$ cat src/rtl/mcs6530_bus_master.sv
// Host-to-6502 bus initiator for the 6530 responder: turns single-byte read/write
// commands into PHI2-phased bus cycles and reports completion on a response strobe.
module mcs6530_bus_master #(
  parameter int PHI_DIV    = 4,
  parameter int RES_CYCLES = 8
) (
  input  logic       clk,
  input  logic       rst,
  input  logic       cmd_valid,
  output logic       cmd_ready,
  input  logic       cmd_we,
  input  logic [9:0] cmd_addr,
  input  logic       cmd_rs0,
  input  logic [7:0] cmd_wdata,
  output logic       rsp_valid,
  output logic [7:0] rsp_rdata,
  output logic       phi2_o,
  output logic       res_n_o,
  output logic [9:0] a_o,
  output logic       rs0_o,
  output logic       cs1_o,
  output logic       we_n_o,
  output logic [7:0] db_o,
  output logic       db_oe,
  input  logic [7:0] db_i
);

  localparam int PW = $clog2(2 * PHI_DIV);
  localparam int RW = (RES_CYCLES > 1) ? $clog2(RES_CYCLES) : 1;
  localparam logic [PW-1:0] PH_LAST = PW'(2 * PHI_DIV - 1);
  localparam logic [PW-1:0] PH_PRE  = PW'(PHI_DIV - 1);
  localparam logic [RW-1:0] RES_LAST = RW'(RES_CYCLES - 1);

  typedef enum logic [1:0] {
    S_RESET_HOLD,
    S_IDLE,
    S_PEND,
    S_ACTIVE
  } state_t;

  state_t        r_state;
  state_t        w_state_next;
  logic [PW-1:0] r_phase;
  logic [PW-1:0] w_phase_next;
  logic          w_last;
  logic [RW-1:0] r_res_cnt;
  logic          r_phi2;
  logic          r_res_n;

  logic          w_ready;
  logic          w_accept;
  logic          w_load_latch;
  logic          w_load_direct;
  logic          w_go_idle;

  logic          r_cmd_we;
  logic [9:0]    r_cmd_addr;
  logic          r_cmd_rs0;
  logic [7:0]    r_cmd_wdata;

  logic [9:0]    w_src_addr;
  logic          w_src_rs0;
  logic          w_src_we;

  logic [9:0]    r_a;
  logic          r_rs0;
  logic          r_cs1;
  logic          r_we_n;
  logic [7:0]    r_db;
  logic          r_db_oe;
  logic          r_rsp_valid;
  logic [7:0]    r_rsp_rdata;

  assign w_last       = (r_phase == PH_LAST);
  assign w_phase_next = w_last ? '0 : r_phase + 1'b1;

  // phi2 is registered from the next phase so it lines up with the phase register.
  always_ff @(posedge clk) begin
    if (rst) begin
      r_phase <= '0;
      r_phi2  <= 1'b0;
    end else begin
      r_phase <= w_phase_next;
      r_phi2  <= (w_phase_next > PH_PRE);
    end
  end

  always_ff @(posedge clk) begin
    if (rst) begin
      r_state <= S_RESET_HOLD;
    end else begin
      r_state <= w_state_next;
    end
  end

  always_comb begin
    w_state_next  = r_state;
    w_ready       = 1'b0;
    w_load_latch  = 1'b0;
    w_load_direct = 1'b0;
    w_go_idle     = 1'b0;
    case (r_state)
      S_RESET_HOLD: begin
        if (w_last && (r_res_cnt == RES_LAST)) begin
          w_state_next = S_IDLE;
        end
      end
      S_IDLE: begin
        w_ready = 1'b1;
        if (cmd_valid) begin
          w_state_next = S_PEND;
        end
      end
      S_PEND: begin
        if (w_last) begin
          w_load_latch = 1'b1;
          w_state_next = S_ACTIVE;
        end
      end
      S_ACTIVE: begin
        if (w_last) begin
          w_ready = 1'b1;
          // A command taken on the last phase starts its bus cycle immediately.
          if (cmd_valid) begin
            w_load_direct = 1'b1;
          end else begin
            w_go_idle    = 1'b1;
            w_state_next = S_IDLE;
          end
        end
      end
      default: begin
        w_state_next = S_RESET_HOLD;
      end
    endcase
  end

  assign w_accept = cmd_valid && w_ready;

  always_ff @(posedge clk) begin
    if (rst) begin
      r_res_cnt <= '0;
      r_res_n   <= 1'b0;
    end else if (r_state == S_RESET_HOLD) begin
      if (w_last) begin
        r_res_cnt <= r_res_cnt + 1'b1;
      end
      if (w_state_next == S_IDLE) begin
        r_res_n <= 1'b1;
      end
    end
  end

  always_ff @(posedge clk) begin
    if (rst) begin
      r_cmd_we    <= 1'b0;
      r_cmd_addr  <= '0;
      r_cmd_rs0   <= 1'b0;
      r_cmd_wdata <= '0;
    end else if (w_accept) begin
      r_cmd_we    <= cmd_we;
      r_cmd_addr  <= cmd_addr;
      r_cmd_rs0   <= cmd_rs0;
      r_cmd_wdata <= cmd_wdata;
    end
  end

  assign w_src_addr = w_load_direct ? cmd_addr : r_cmd_addr;
  assign w_src_rs0  = w_load_direct ? cmd_rs0  : r_cmd_rs0;
  assign w_src_we   = w_load_direct ? cmd_we   : r_cmd_we;

  always_ff @(posedge clk) begin
    if (rst) begin
      r_a    <= '0;
      r_rs0  <= 1'b0;
      r_cs1  <= 1'b0;
      r_we_n <= 1'b1;
    end else if (w_load_latch || w_load_direct) begin
      r_a    <= w_src_addr;
      r_rs0  <= w_src_rs0;
      r_cs1  <= 1'b1;
      r_we_n <= ~w_src_we;
    end else if (w_go_idle) begin
      r_cs1  <= 1'b0;
      r_we_n <= 1'b1;
    end
  end

  // Write data is driven from the PHI2 rise and held one clk past the PHI2 fall;
  // db_o only changes when the driver turns on, so the hold carries the old byte.
  always_ff @(posedge clk) begin
    if (rst) begin
      r_db    <= '0;
      r_db_oe <= 1'b0;
    end else if ((r_phase == PH_PRE) && (r_state == S_ACTIVE) && r_cmd_we) begin
      r_db    <= r_cmd_wdata;
      r_db_oe <= 1'b1;
    end else if (r_phase == '0) begin
      r_db_oe <= 1'b0;
    end
  end

  always_ff @(posedge clk) begin
    if (rst) begin
      r_rsp_valid <= 1'b0;
      r_rsp_rdata <= '0;
    end else begin
      r_rsp_valid <= (r_state == S_ACTIVE) && w_last;
      if ((r_state == S_ACTIVE) && w_last) begin
        r_rsp_rdata <= r_cmd_we ? 8'h00 : db_i;
      end
    end
  end

  assign cmd_ready = w_ready;
  assign rsp_valid = r_rsp_valid;
  assign rsp_rdata = r_rsp_rdata;
  assign phi2_o    = r_phi2;
  assign res_n_o   = r_res_n;
  assign a_o       = r_a;
  assign rs0_o     = r_rs0;
  assign cs1_o     = r_cs1;
  assign we_n_o    = r_we_n;
  assign db_o      = r_db;
  assign db_oe     = r_db_oe;

endmodule

$ cat config.mk
export PLATFORM = sky130hd
export DESIGN_NAME = mcs6530_bus_master
export DESIGN_NICKNAME = d
export VERILOG_FILES = /design/src/rtl/mcs6530_bus_master.sv
export SDC_FILE = /design/constraint.sdc
export NUM_CORES = 1
export LEC_CHECK = 0
export CAP_MARGIN = 30
export CORE_MARGIN = 2
export CORE_UTILIZATION = 47
export DETAILED_ROUTE_END_ITERATION = 7
export PLACE_DENSITY = 0.88
export SETUP_SLACK_MARGIN = 0.15
export SLEW_MARGIN = 15
export SYNTH_ARGS = -nofsm -noshare
export SYNTH_HDL_FRONTEND = slang
export SYNTH_SLANG_ARGS = --single-unit
$ cat constraint.sdc
create_clock -name clk -period 2 [get_ports clk]
set_input_delay 0.3 -clock clk [delete_from_list [all_inputs] [get_ports clk]]
set_output_delay 0.3 -clock clk [all_outputs]
set_load 0.01 [all_outputs]
# Yosys cells after proc, flatten, opt, wreduce, memory -nomap -nowiden

Index checks and enable logic that the tools add are counted.

Input port bits: 31
Output and inout port bits: 34
Word-level logic and storage cells: 66
Bits in registers: 61

Reduce and logical (&&, ||, !) cells: 12
Equal/unequal tests: 7
$add $sub $neg: 2
Order comparisons: 1
Multiplexer cells: 26
Bitwise logic cells: 1

Operators by type and width:

| kind                                                          | number |
|---|---|
| two-way mux 1 bit                                             | 16 |
| two-way mux 10 bit                                            | 1 |
| two-way mux 2 bit                                             | 5 |
| two-way mux 8 bit                                             | 1 |
| case mux 2 bit (4 select lines)                               | 1 |
| adder 3 x 1 -> 3 bit, second input constant                   | 2 |
| equality test 3 bit, second input constant                    | 2 |
| logical AND 1 bit                                             | 5 |
| equality test 2 x 1 -> 1 bit, second input constant           | 2 |
| equality test 2 bit, second input constant                    | 2 |
| AND reduction 2 bit                                           | 2 |
| nonzero test 2 bit                                            | 2 |
| equality test 3 x 2 -> 1 bit, second input constant           | 1 |
| greater-than comparator 3 x 2 -> 1 bit, second input constant | 1 |
| zero test 3 bit                                               | 1 |
| two-way mux 3 bit                                             | 1 |
| zero test 2 bit                                               | 1 |
| case mux 1 bit (2 select lines)                               | 1 |
| logical OR 1 bit                                              | 1 |
| inverter 1 bit                                                | 1 |

# Depth between registers and ports, before layout

Word-level depth: 6
Mapped depth: 6

# Worst setup path before layout

No wires, ideal clock.

Path type: reg-to-output
From: register r_phase[0]
To: output port cmd_ready
Arrival: 1.409 ns
Path slack: 0.291 ns
Cell stages (with the launch flop): 6
Required time: 1.700 ns
Path through: dfxtp_1 -> ha_1 -> ha_1 -> nand2b_1 -> clkbuf_1 -> and2_1

Word-level cells in the longest chain between the ends: 3

Ends and longest elaborated chain:

| item                            | RTL line | RTL |
|---|---|---|
| start, declared                 | 43       | `logic [PW-1:0] r_phase;` |
| start signal, assigned          | 83       | `r_phase <= w_phase_next;` |
| equality test 3 bit             | 74       | `assign w_last = (r_phase == PH_LAST);` |
| two-way mux 1 bit               | 121      | `if (w_last) begin` |
| case mux 1 bit (2 select lines) | 102      | `case (r_state)` |
| end, declared                   | 10       | `output logic cmd_ready,` |

Every way passes these cells.

# Worst setup path after layout

Ends and elaborated chain as after synthesis.

==> results.ini <==
[placement]
gp_congestion = 0.800
place_area_um2 = 3090
hpwl_um = 3910
dp.cells = 392
dpl_worst_slack_ns = 0.158
io_buffers = 64

[synth]
syn_avg_cell_area_um2 = 8.84
seq_area_frac_synth_pct = 50.2
netlist_area_um2 = 2390
yosys.cell_types.count = 33
synth_seq_cells = 60
syn_nets = 309
syn_inst = 271
yosysWarnings = 0

[cells_and_area]
multiInputGateArea_um2 = 1090
drive_above_1_share_pct = 12.3
num_antenna_cells = 0
final_cells = 408
areaGrowthSynthToFinish_pct = 38.4
layout_commonest_cell = clkdlybuf4s50_1
final_core_util_pct = 68.8
nNetsFinal = 374
regArea_um2 = 1200
layout_common_cells = clkdlybuf4s50_1, dfxtp_1, nand2_1
fillers = 395
final_cell_area_um2 = 3310

[sta]
setup_viol = 0
worst_slew_pin_slew_ns = 0.519
fin_tns_setup_ns = 0
period_share_pct = 88.2
final.setup_skew_ns = 0.00425
min_period_ns = 1.76
max_clock_freq_ghz = 0.567
drv_slew = 0
hold_viol = 0
timing.slew.headroom_pct = 65.4
rsz0062_at_grt = no
layout_setup_ws_ns = 0.237
whs_ns = 0.319

[power_and_ir_drop]
p_int_mw = 1.90
power_density_nw_per_um2 = 725
ir_worst_vdd_mv = 0.351
power.share.switching_pct = 20.9
p_leak_nw = 1.21
p_sw_mw = 0.502
total_power_mw = 2.40
combPwrFrac_pct = 4.4
seq_power_share_pct = 50.3
clock_power_share_pct = 45.3

[floorplan]
core-area_um2 = 4820
die_w_um = 75.4
rows = 25
dieArea_um2 = 5680
start_util_pct = 49.7
die_y_um = 75.4
pin_count = 65

[route]
wl_per_cell_um = 14.3
post-route-drc-count = 0
drt_wl_total_um = 5820
drt_iter0_drc = 115
vias = 2257
vias_per_cell = 5.53
antenna_left = 0
first_pass_iters = 4

[critical_path]
crit_required_ns = 1.70
crit_arrival_ns = 1.46
cp-end-kind = primary output
r2r-start = r_phase[0]
crit_start = r_phase[0]
cp-start-kind = flip-flop
cp.buffers_inverters = 1
worstPathMaxFanout = 3
worstPathCellList = ha_4 -> ha_2 -> nand2b_4 -> and2_1 -> buf_2
worstSetupPathType = flip-flop to primary output
slowest_delay_ns = 0.34
crit_family = adder cells
cp_slowest_cell = dfxtp_2

[grt]
grt_overflow = 0
first_global_vias = 2016
grt_pass1_wl_um = 8800
track_usage_pct = 20.8
antenna_found_initial = 0
grt_max_degree = 54

[min_path]
hold_class = primary input to flip-flop
hp-start = rst

[clock_network]
post-cts-setup-buffer-count = 0
cts_buffer_depth = 2
htree_levels = 3
cts-root-buf = clkbuf_8
clk_latency_ns = 0.33
tritoncts = done
cts_made_buffers = 9
cts_num_sinks = 60
clk_pin_slew_ns = 0.06
postCtsHoldBufs = 0

[run]
cap_violations = 0

[outcome]
status = finished, final reports clean

[synth_stat cells, drive strengths merged]
cell type	instances	share of area, %
nand2	41	6.4
a21oi	31	6.5
or2	1	0.26
and3b	1	0.37
inv	4	0.63
nor2	19	3.0
nand3	20	4.2
nand2b	1	0.26
buf	11	3.1
clkbuf	11	1.7
and4b	1	0.42
nor2b	2	0.52
ha	7	3.7
o21ai	22	4.6
and4	1	0.37
a22o	8	2.9
a311oi	12	4.4
nor3b	4	1.5
mux2i	2	0.84
and2	2	0.52
nand3b	1	0.84
nand4	2	0.78
nor3	2	0.42
dfxtp	60	50
a31oi	3	1.0
a211oi	1	0.31
xnor2	1	0.37
[flip-flops by register name, summed over array words and instances, names as in the netlist, 2 cells and up]
name         flops
r_phase          3
a_o             10
r_cmd_addr      10
rsp_rdata        8
r_state          2
r_res_cnt        3
db_o             8
r_cmd_wdata      8
[final cells by class]
type / count / area share, %
Sequential cell: 60 / 36.3
Multi-Input combinational cell: 185 / 32.9
Timing Repair Buffer: 76 / 21.7
Clock buffer: 11 / 4.57
Tap cell: 67 / 2.53
Clock inverter: 5 / 1.51
Inverter: 4 / 0.453
[kinds of logic (layout without fill, tap and decap cells)]
kind of cell / Yosys count / count (layout) / synth area share, %
muxes: 2 / 2 / 0.836
AOI/OAI and AO/OA: 77 / 77 / 19.7
xor gates and xnor gates: 1 / 1 / 0.366
adders and majority gates: 7 / 7 / 3.66
and+or+nand+nor: 98 / 98 / 19.8
buffers and inverters: 26 / 96 / 5.43
DFF: 60 / 60 / 50.2
[per-layer routing]
layer | share of wire (%) | track usage, % | up-vias
li1 | - | - | 1087
met1 | 40 | 23.0 | 1066
met2 | 50 | 36.1 | 91
met3 | 7.2 | 4.37 | 13
met4 | 2.5 | 13.3 | 0
met5 | 0 | 0 | -
[repair_timing]
item                                    4_1_cts  5_1_grt
pin swaps                                     1        0
gates resized for setup                       9        3
endpoints found under the setup margin        9       11
[final timing paths]
check                       to  slack, ns  cells after the start
setup / recovery     cmd_ready       0.24                      5
hold / removal       rsp_valid       0.32                      2
setup reg to reg  rsp_rdata[0]       0.36                      6
hold reg to reg     r_phase[0]       0.45                      1
[power by group through the flow]
stage / Sequential [mW] / Combinational [mW] / Clock, mW
detailed placement: 1.23 / 0.105 / 0
CTS: 1.21 / 0.107 / 1.11
global route: 1.21 / 0.115 / 1.15
finish: 1.21 / 0.107 / 1.09
floorplan: 1.23 / 0.0307 / 0
global placement: 1.23 / 0.103 / 0
Power figures use the tool's default switching activity.
